--- src/rtl/conv_pkg.sv ---
// conv_pkg: declarations shared by the convolution-window engine.
//   conv_state_e : FSM states (IDLE, MAC, POST)
//   clog2        : ceiling log2 for elaboration-time sizing
//   round_shift  : arithmetic right shift with round-half-up
//   sat_signed   : clamp a value to a signed range of the given width
// Post-processing runs on a fixed 64-bit signed type so that one set of
// helpers serves every parameterisation (ACCW and OUTW must stay <= 62).
package conv_pkg;

  typedef enum logic [1:0] {
    IDLE = 2'd0,
    MAC  = 2'd1,
    POST = 2'd2
  } conv_state_e;

  localparam int unsigned WIDE = 64;
  typedef logic signed [WIDE-1:0] wide_t;

  function automatic int unsigned clog2(input int unsigned v);
    int unsigned r;
    longint unsigned n;
    r = 0;
    n = 1;
    while (n < longint'(v)) begin
      n = n << 1;
      r = r + 1;
    end
    return r;
  endfunction

  // (v + 2^(sh-1)) >>> sh; sh == 0 passes v through untouched.
  function automatic wide_t round_shift(input wide_t v, input logic [4:0] sh);
    if (sh == 5'd0) begin
      return v;
    end
    return (v + (wide_t'(1) <<< (sh - 5'd1))) >>> sh;
  endfunction

  function automatic wide_t sat_signed(input wide_t v, input int unsigned w);
    wide_t hi;
    wide_t lo;
    hi = (wide_t'(1) <<< (w - 1)) - wide_t'(1);
    lo = -(wide_t'(1) <<< (w - 1));
    if (v > hi) begin
      return hi;
    end
    if (v < lo) begin
      return lo;
    end
    return v;
  endfunction

endpackage

--- src/rtl/conv_dot_lanes.sv ---
// conv_dot_lanes: combinational signed LANES-way dot product.
//   a_i   : LANES packed signed DW-bit operands
//   b_i   : LANES packed signed DW-bit operands
//   sum_o : signed ACCW-bit sum of the LANES products
module conv_dot_lanes #(
  parameter int unsigned DW    = 8,
  parameter int unsigned LANES = 5,
  parameter int unsigned ACCW  = 24
) (
  input  logic        [LANES*DW-1:0] a_i,
  input  logic        [LANES*DW-1:0] b_i,
  output logic signed [ACCW-1:0]     sum_o
);

  logic signed [2*DW-1:0] prod [LANES];

  always_comb begin
    for (int unsigned l = 0; l < LANES; l++) begin
      prod[l] = (2*DW)'($signed(a_i[l*DW +: DW])) * (2*DW)'($signed(b_i[l*DW +: DW]));
    end
  end

  always_comb begin
    logic signed [ACCW-1:0] acc;
    acc = '0;
    for (int unsigned l = 0; l < LANES; l++) begin
      acc = acc + ACCW'(prod[l]);
    end
    sum_o = acc;
  end

endmodule

--- src/rtl/conv_window_mac.sv ---
// conv_window_mac: parametrised convolution-window multiply-accumulate.
// Captures one K*K*NCH window plus weights on START, accumulates LANES
// taps per cycle, then adds bias, round-shifts and saturates to OUTW.
//   CLK   : clock, rising edge
//   RST   : synchronous active-high reset
//   START : request, sampled only in IDLE
//   WIN   : packed signed window taps, tap t at [t*DW +: DW]
//   WGT   : packed signed weights, same packing as WIN
//   BIAS  : signed bias added after accumulation
//   SHIFT : requantisation right-shift amount (round half up)
//   BUSY  : high in MAC and POST
//   DONE  : one-cycle pulse when OUT updates
//   OUT   : signed saturated result, held until the next DONE
// Build option: define CONV_RELU_EN to clamp negative results to zero.
module conv_window_mac import conv_pkg::*; #(
  parameter int unsigned DW    = 8,
  parameter int unsigned K     = 5,
  parameter int unsigned NCH   = 1,
  parameter int unsigned LANES = 5,
  parameter int unsigned ACCW  = 24,
  parameter int unsigned OUTW  = 8
) (
  input  logic                      CLK,
  input  logic                      RST,
  input  logic                      START,
  input  logic [NCH*K*K*DW-1:0]     WIN,
  input  logic [NCH*K*K*DW-1:0]     WGT,
  input  logic signed [ACCW-1:0]    BIAS,
  input  logic [4:0]                SHIFT,
  output logic                      BUSY,
  output logic                      DONE,
  output logic signed [OUTW-1:0]    OUT
);

  localparam int unsigned NTAP = NCH * K * K;
  localparam int unsigned T    = NTAP / LANES;
  localparam int unsigned JW   = (clog2(T) > 0) ? clog2(T) : 1;

  if ((NTAP % LANES) != 0) begin : g_lanes_err
    $error("conv_window_mac: LANES must divide K*K*NCH");
  end
  if (ACCW < 2*DW + clog2(NTAP)) begin : g_accw_err
    $error("conv_window_mac: ACCW too narrow for K*K*NCH products");
  end
  if (ACCW > 62 || OUTW > 62) begin : g_wide_err
    $error("conv_window_mac: ACCW and OUTW must not exceed 62");
  end

  conv_state_e              state_q, state_d;
  logic [JW-1:0]            j_q, j_d;
  logic signed [ACCW-1:0]   acc_q, acc_d;
  logic signed [OUTW-1:0]   out_q, out_d;
  logic                     done_q, done_d;
  logic                     cap;

  logic [NTAP*DW-1:0]       win_q, wgt_q;
  logic signed [ACCW-1:0]   bias_q;
  logic [4:0]               shift_q;

  logic [LANES*DW-1:0]      win_sel, wgt_sel;
  logic signed [ACCW-1:0]   lane_sum;

  wide_t                    v_bias, v_round, v_sat, v_act;
  logic signed [OUTW-1:0]   out_post;

  // Lane group j covers taps j*LANES .. j*LANES+LANES-1.
  always_comb begin
    win_sel = win_q[j_q*(LANES*DW) +: LANES*DW];
    wgt_sel = wgt_q[j_q*(LANES*DW) +: LANES*DW];
  end

  conv_dot_lanes #(
    .DW    (DW),
    .LANES (LANES),
    .ACCW  (ACCW)
  ) u_dot (
    .a_i   (win_sel),
    .b_i   (wgt_sel),
    .sum_o (lane_sum)
  );

  always_comb begin
    v_bias  = wide_t'(acc_q) + wide_t'(bias_q);
    v_round = round_shift(v_bias, shift_q);
    v_sat   = sat_signed(v_round, OUTW);
`ifdef CONV_RELU_EN
    v_act   = (v_sat < 0) ? '0 : v_sat;
`else
    v_act   = v_sat;
`endif
    out_post = OUTW'(v_act);
  end

  always_comb begin
    state_d = state_q;
    j_d     = j_q;
    acc_d   = acc_q;
    out_d   = out_q;
    done_d  = 1'b0;
    cap     = 1'b0;
    unique case (state_q)
      IDLE: begin
        if (START) begin
          cap     = 1'b1;
          acc_d   = '0;
          j_d     = '0;
          state_d = MAC;
        end
      end
      MAC: begin
        acc_d = acc_q + lane_sum;
        j_d   = j_q + 1'b1;
        if (j_q == JW'(T - 1)) begin
          j_d     = '0;
          state_d = POST;
        end
      end
      POST: begin
        out_d   = out_post;
        done_d  = 1'b1;
        state_d = IDLE;
      end
      default: begin
        state_d = IDLE;
      end
    endcase
  end

  always_ff @(posedge CLK) begin
    if (RST) begin
      state_q <= IDLE;
      j_q     <= '0;
      acc_q   <= '0;
      out_q   <= '0;
      done_q  <= 1'b0;
    end else begin
      state_q <= state_d;
      j_q     <= j_d;
      acc_q   <= acc_d;
      out_q   <= out_d;
      done_q  <= done_d;
    end
  end

  // Operand capture needs no reset: contents are only read after a capture.
  always_ff @(posedge CLK) begin
    if (cap) begin
      win_q   <= WIN;
      wgt_q   <= WGT;
      bias_q  <= BIAS;
      shift_q <= SHIFT;
    end
  end

  assign BUSY = (state_q != IDLE);
  assign DONE = done_q;
  assign OUT  = out_q;

endmodule

--- config.mk ---
export PLATFORM = sky130hd
export DESIGN_NAME = conv_window_mac
export DESIGN_NICKNAME = d
export VERILOG_FILES = /design/src/rtl/conv_pkg.sv /design/src/rtl/conv_dot_lanes.sv /design/src/rtl/conv_window_mac.sv
export SDC_FILE = /design/constraint.sdc
export NUM_CORES = 2
export LEC_CHECK = 0
export BUFFER_PORTS_ARGS = -buffer_cell sky130_fd_sc_hd__buf_4
export CORE_AREA = 3 3 220 437
export DETAILED_ROUTE_END_ITERATION = 8
export DIE_AREA = 0 0 223 440
export GPL_TIMING_DRIVEN = 0
export HOLD_SLACK_MARGIN = 0.08
export MAX_ROUTING_LAYER = met4
export PLACE_DENSITY = 0.66
export SETUP_SLACK_MARGIN = 0.02
export SLEW_MARGIN = 20
export SYNTH_ARGS = -nofsm -noshare
export SYNTH_HDL_FRONTEND = slang
export SYNTH_SLANG_ARGS = --single-unit
export TNS_END_PERCENT = 5
--- constraint.sdc ---
create_clock -name CLK -period 15.1 [get_ports CLK]
set_input_delay 0.755 -clock CLK [delete_from_list [all_inputs] [get_ports CLK]]
set_output_delay 0.755 -clock CLK [all_outputs]
set_load 0.01 [all_outputs]
# Word level (Yosys, flattened, before mapping)
# Cells that the tools add are included.
# op_classes
n_reduce_logical	6
shifts	4
muxes	21
mul	6
magnitude_cmp	2
eq_ne	5
addsub	9
# op_table
cell	n
200-bit by 10-bit indexed part select with 40-bit output	2
64-bit two-way mux	2
8-bit by 8-bit multiplier with 16-bit output	5
25-bit by 64-bit adder with 64-bit output	1
64-bit by 8-bit > comparator with 1-bit output (second input constant)	1
64-bit by 8-bit < comparator with 1-bit output (second input constant)	1
2-bit by 5-bit <<< shifter with 64-bit output (first input constant)	1
64-bit by 5-bit >>> shifter with 64-bit output	1
24-bit by 16-bit adder with 24-bit output	2
24-bit one-hot mux with 2 select lines	1
8-bit two-way mux	4
24-bit by 24-bit adder with 25-bit output	1
24-bit adder	1
24-bit two-way mux	1
17-bit by 16-bit adder with 18-bit output	1
16-bit by 16-bit adder with 17-bit output	1
1-bit two-way mux	7
3-bit by 3-bit multiplier with 6-bit output (second input constant)	1
3-bit two-way mux	2
3-bit one-hot mux with 2 select lines	1
5-bit zero test	1
5-bit by 1-bit subtractor with 5-bit output (second input constant)	1
2-bit two-way mux	2
2-bit inequality test (second input constant)	2
8 further kinds	10
# word_totals
reg_bits	467
input_bits	432

# Logic depth before layout (Yosys ltp)
# depth
word_depth	10
mapped_depth	52
ltp_nobuf	50

# By module
# A second synthesis with hierarchy kept.
# hier_totals
hier_cells	3663
area_unflattened_um2	39746.9
# by_module_without_submodules
module	area_per_inst_um2	instances	cells_each
conv_window_mac	25610.8	1	2217
conv_dot_lanes	14136.1	1	1446

# Least setup slack after synthesis
# No wires, ideal clock.
# synth_timing
path_type	register -> register
startpoint	register j_q[0]
endpoint	register acc_q[23]
setup_time_ns	0.074
stages_incl_launch_ff	52
arrival_time_ns	13.303
slack_ns	1.723
cell_sequence	dfxtp_1 > buf_1 > buf_1 > clkbuf_1 > mux4_2 > a22o_1 > nand2_1 > fa_1 > inv_1 > fa_1 > inv_1 > fa_1 > fa_1 > inv_1 > fa_1 > fa_1 > inv_1 > fa_1 > (+16 left out) > inv_1 > fa_1 > inv_1 > ha_1 > fa_1 > inv_1 > fa_1 > inv_1 > fa_1 > ha_1 > ha_1 > nand3_1 > a211oi_1 > o41ai_1 > a21oi_1 > a21oi_1 > xnor3_1 > o21ai_0
# synth_via
elab_chain_len	9
# synth_rtl
element	line_no	rtl
from (decl)	conv_window_mac.sv:50	logic [JW-1:0] j_q, j_d;
from (signal assigned)	conv_window_mac.sv:138	j_q <= j_d;
3-bit by 3-bit multiplier with 6-bit output *	conv_window_mac.sv:68, conv_window_mac.sv:69	
200-bit by 10-bit indexed part select with 40-bit output (on tied branches)	conv_window_mac.sv:68, conv_window_mac.sv:69	
8-bit by 8-bit multiplier with 16-bit output	conv_dot_lanes.sv:19	prod[l] = (2*DW)'($signed(a_i[l*DW +: DW])) * (2*DW)'($signed(b_i[l*DW +: DW]));
16-bit by 16-bit adder with 17-bit output	conv_dot_lanes.sv:27	acc = acc + ACCW'(prod[l]);
17-bit by 16-bit adder with 18-bit output	conv_dot_lanes.sv:27	
24-bit by 16-bit adder with 24-bit output	conv_dot_lanes.sv:27	
24-bit by 16-bit adder with 24-bit output *	conv_dot_lanes.sv:27	
24-bit adder *	conv_window_mac.sv:111	acc_d = acc_q + lane_sum;
24-bit one-hot mux with 2 select lines *	conv_window_mac.sv:101	unique case (state_q)
to (signal assigned)	conv_window_mac.sv:133	acc_q <= '0;
to (signal assigned)	conv_window_mac.sv:139	acc_q <= acc_d;
to (decl)	conv_window_mac.sv:51	logic signed [ACCW-1:0] acc_q, acc_d;
# Every way passes the cells marked *; elsewhere a longest branch is shown, timed or not.
# A chain may end at the register's enable or synchronous reset.

# Worst setup path after layout
# layout_timing
startpoint	register j_q[1]
endpoint	register acc_q[23]
# The elaborated chain is that of the path after synthesis.

==> summary.txt <==
Global route
  • Initial antenna violation count: 30
  • Global route total overflow: 0
  • GR Util All Layers: 0.4245
  • Vias in the first global route: 36737
  • Pin count of the biggest net entering global routing: 117
  • First-pass GRT wire length: 275500 um

STA
  • Worst hold margin: 0.2087 ns
  • Slew @ Worst Pin: 1.304 ns
  • Tmin final: 14.68 ns
  • Setup-failing EPs final: 0
  • Clock skew: 0.07723 ns
  • Max-slew headroom: 0.1241
  • Max-slew violation count: 0
  • Hold Violations, Final: 0
  • FMAX: 0.06814 GHz
  • RSZ-0062 raised after global routing: false
  • Period Utilization, post-route: 0.9719

Routing
  • DRT antenna net count: 0
  • Pre-antenna DRT Iters: 8
  • Via count: 33234
  • # DRC: 0
  • Routed length per instance: 35.63 um
  • Drt initial violations: 1863
  • Routed wire length: 197500 um
  • Via density: 5.994

Setup path
  • Reg-to-reg endpoint: acc_q[23]
  • Worst R2R Path Depth: 49
  • R2r startpoint: j_q[1]
  • Crit path kind: register to register
  • Most frequent CP cell: fa_1
  • Crit. End Element: register
  • Critical Path RT: 15.72 ns
  • R2r setup slk: 0.42 ns
  • CP max stage cell: fa_1
  • Critical Path Source Type: register
  • Critical Path AT: 15.30 ns
  • Critical path peak fanout: 10
  • Crit-path max cell delay: 0.56 ns

CTS
  • Root Buffer Master: clkbuf_16
  • TritonCTS Sinks: 467
  • Skew-Pair Late Insertion Delay: 0.72 ns
  • Worst-path clk slew: 0.08 ns
  • Max clock buf depth: 3
  • H-tree depth: 2
  • Clock tree from TritonCTS: yes
  • TritonCTS Buffers: 45
  • CTS Hold Bufs: 0

Placed design
  • Half-perimeter wire length after placement: 162100 um
  • RePlAce Congestion: 1.157
  • Number of port buffers: 440

Floorplan
  • Starting Density: 0.4369
  • Die H: 440 um
  • Standard-cell row count: 158
  • Die W: 223 um
  • I/O pin cnt: 442
  • Die Area: 98120 um2
  • Core ar.: 93110 um2

Synth
  • Post-synth EDFFs: 429
  • Area fraction of the dominant cell type after synthesis: 0.3167
  • Synthesized area per cell: 10.87 um2
  • #FFs+latches synth: 467
  • Mapped Nets: 4849
  • Unique cell type count in the Yosys netlist: 103
  • Yosys warning count: 0
  • Synth top area cells: edfxtp_1, fa_1, ha_1
  • Count leader, synth: inv_1
  • Async SR Flop Fraction: 0
  • Sequential fraction of the synthesis area: 0.3354
  • Leading area contributor after synthesis: edfxtp_1
  • Top cells by count, synth: inv_1, fa_1, edfxtp_1
  • Area of the mapped netlist: 40680 um2
  • Ys flop type: edfxtp_1
  • Mapped Cells: 3743

Final layout
  • Layout area overhead: 18.59%
  • Post-layout nets: 5383
  • Share of layout cells above drive strength 1: 0.2026
  • FILL cells: 8453

Worst hold path
  • Hold Path Depth: 1
  • Worst Hold Launch: SHIFT[0]
  • Worst Hold Class: input pin to register
  • Hold Crit Endpoint: shift_q[0]

Outcome
  • Status: finished, final reports clean

Job
  • # Max-Cap Violations: 0
stage by stage:
| stage | instances | cell area, um2 | util | setup slack, ns | TNS, ns |
|---|---|---|---|---|---|
| 2_1_floorplan | 3743 | 40680 | - | 1.723 | 0 |
| 3_3_place_gp | 5383 | 45480 | 0.4885 | -3.359 | -38.14 |
| 3_5_place_dp | 5400 | 45890 | 0.4928 | -2.663 | -18.95 |
| 4_1_cts | 5483 | 47730 | 0.5127 | 0.03710 | 0 |
| 5_1_grt | 5543 | 48240 | 0.5180 | 0.01933 | 0 |
| 6_report | 5545 | 48240 | 0.5181 | 0.4249 | 0 |
routing by layer:
layer	GRT usage	wire length, um	vias up
met2	0.7367	103600	1658
met3	0.1519	13800	1003
met5	-	0	-
met1	0.3113	51100	16527
li1	-	-	14046
met4	0.4605	29000	0
cell type report:
| type | count | area (um2) | area share |
|---|---|---|---|
| well taps | 1200 | 1501 | 0.03112 |
| clock buffers | 48 | 1137 | 0.02358 |
| flip-flops and latches | 467 | 13640 | 0.2828 |
| multi-input cells | 2519 | 24650 | 0.5111 |
| repair buffers | 487 | 3807 | 0.07892 |
| inverters | 615 | 2316 | 0.04801 |
| plain buffers | 142 | 668.1 | 0.01385 |
| clock inverters | 35 | 431.7 | 0.008948 |
| diodes | 32 | 80.08 | 0.001660 |
what timing repair did:
action                                  4_1_cts  5_1_grt
gates resized for setup                      85       44
buffers inserted                              0       18
pin swaps                                     0        8
endpoints found under the setup margin       13        7
state kept, by name, indices dropped and copies added (netlist names):
register	count
win_q	200
OUT	8
acc_q	24
j_q	3
shift_q	5
DONE	1
wgt_q	200
bias_q	24
state_q	2
worst max-delay path by stage:
stage,start,to,cells past startpoint
floorplan,j_q[0],acc_q[23],51
finish,j_q[1],acc_q[23],49
global route,j_q[1],acc_q[23],51
detailed placement,j_q[0],acc_q[23],48
CTS,j_q[0],acc_q[23],49
global placement,j_q[0],acc_q[23],51
placed cells by master (no fill, tap or decap), drive strengths merged, types with 109 or more instances in the layout:
cell      n
buf     522
nor2    349
fa      448
inv     622
o21ai   109
nand2   269
clkbuf  155
ha      226
a21oi   153
edfxtp  429
worst max-delay path: cells and delay by family, from the launching register on:
family          cells  cell delay, ns
mux                 1            0.38
simple gates        2            0.22
flops               1            0.53
xor+xnor            2            0.54
compound gates     15            3.49
buf+inv            13            1.92
fa+ha+maj          16            7.50
cells by family after synthesis:
| logic type | after synthesis | synth area share |
|---|---|---|
| muxes | 142 | 0.06075 |
| AOI/OAI and AO/OA | 685 | 0.1185 |
| DFF | 467 | 0.3354 |
| and+or+nand+nor | 921 | 0.1028 |
| adders and majority gates | 677 | 0.2907 |
| xor gates and xnor gates | 94 | 0.02122 |
| buffers and inverters | 757 | 0.07068 |
Power is left out: the tool's default activity adds up to more than one toggle a clock period on the data nets, which glitch-free logic cannot reach.
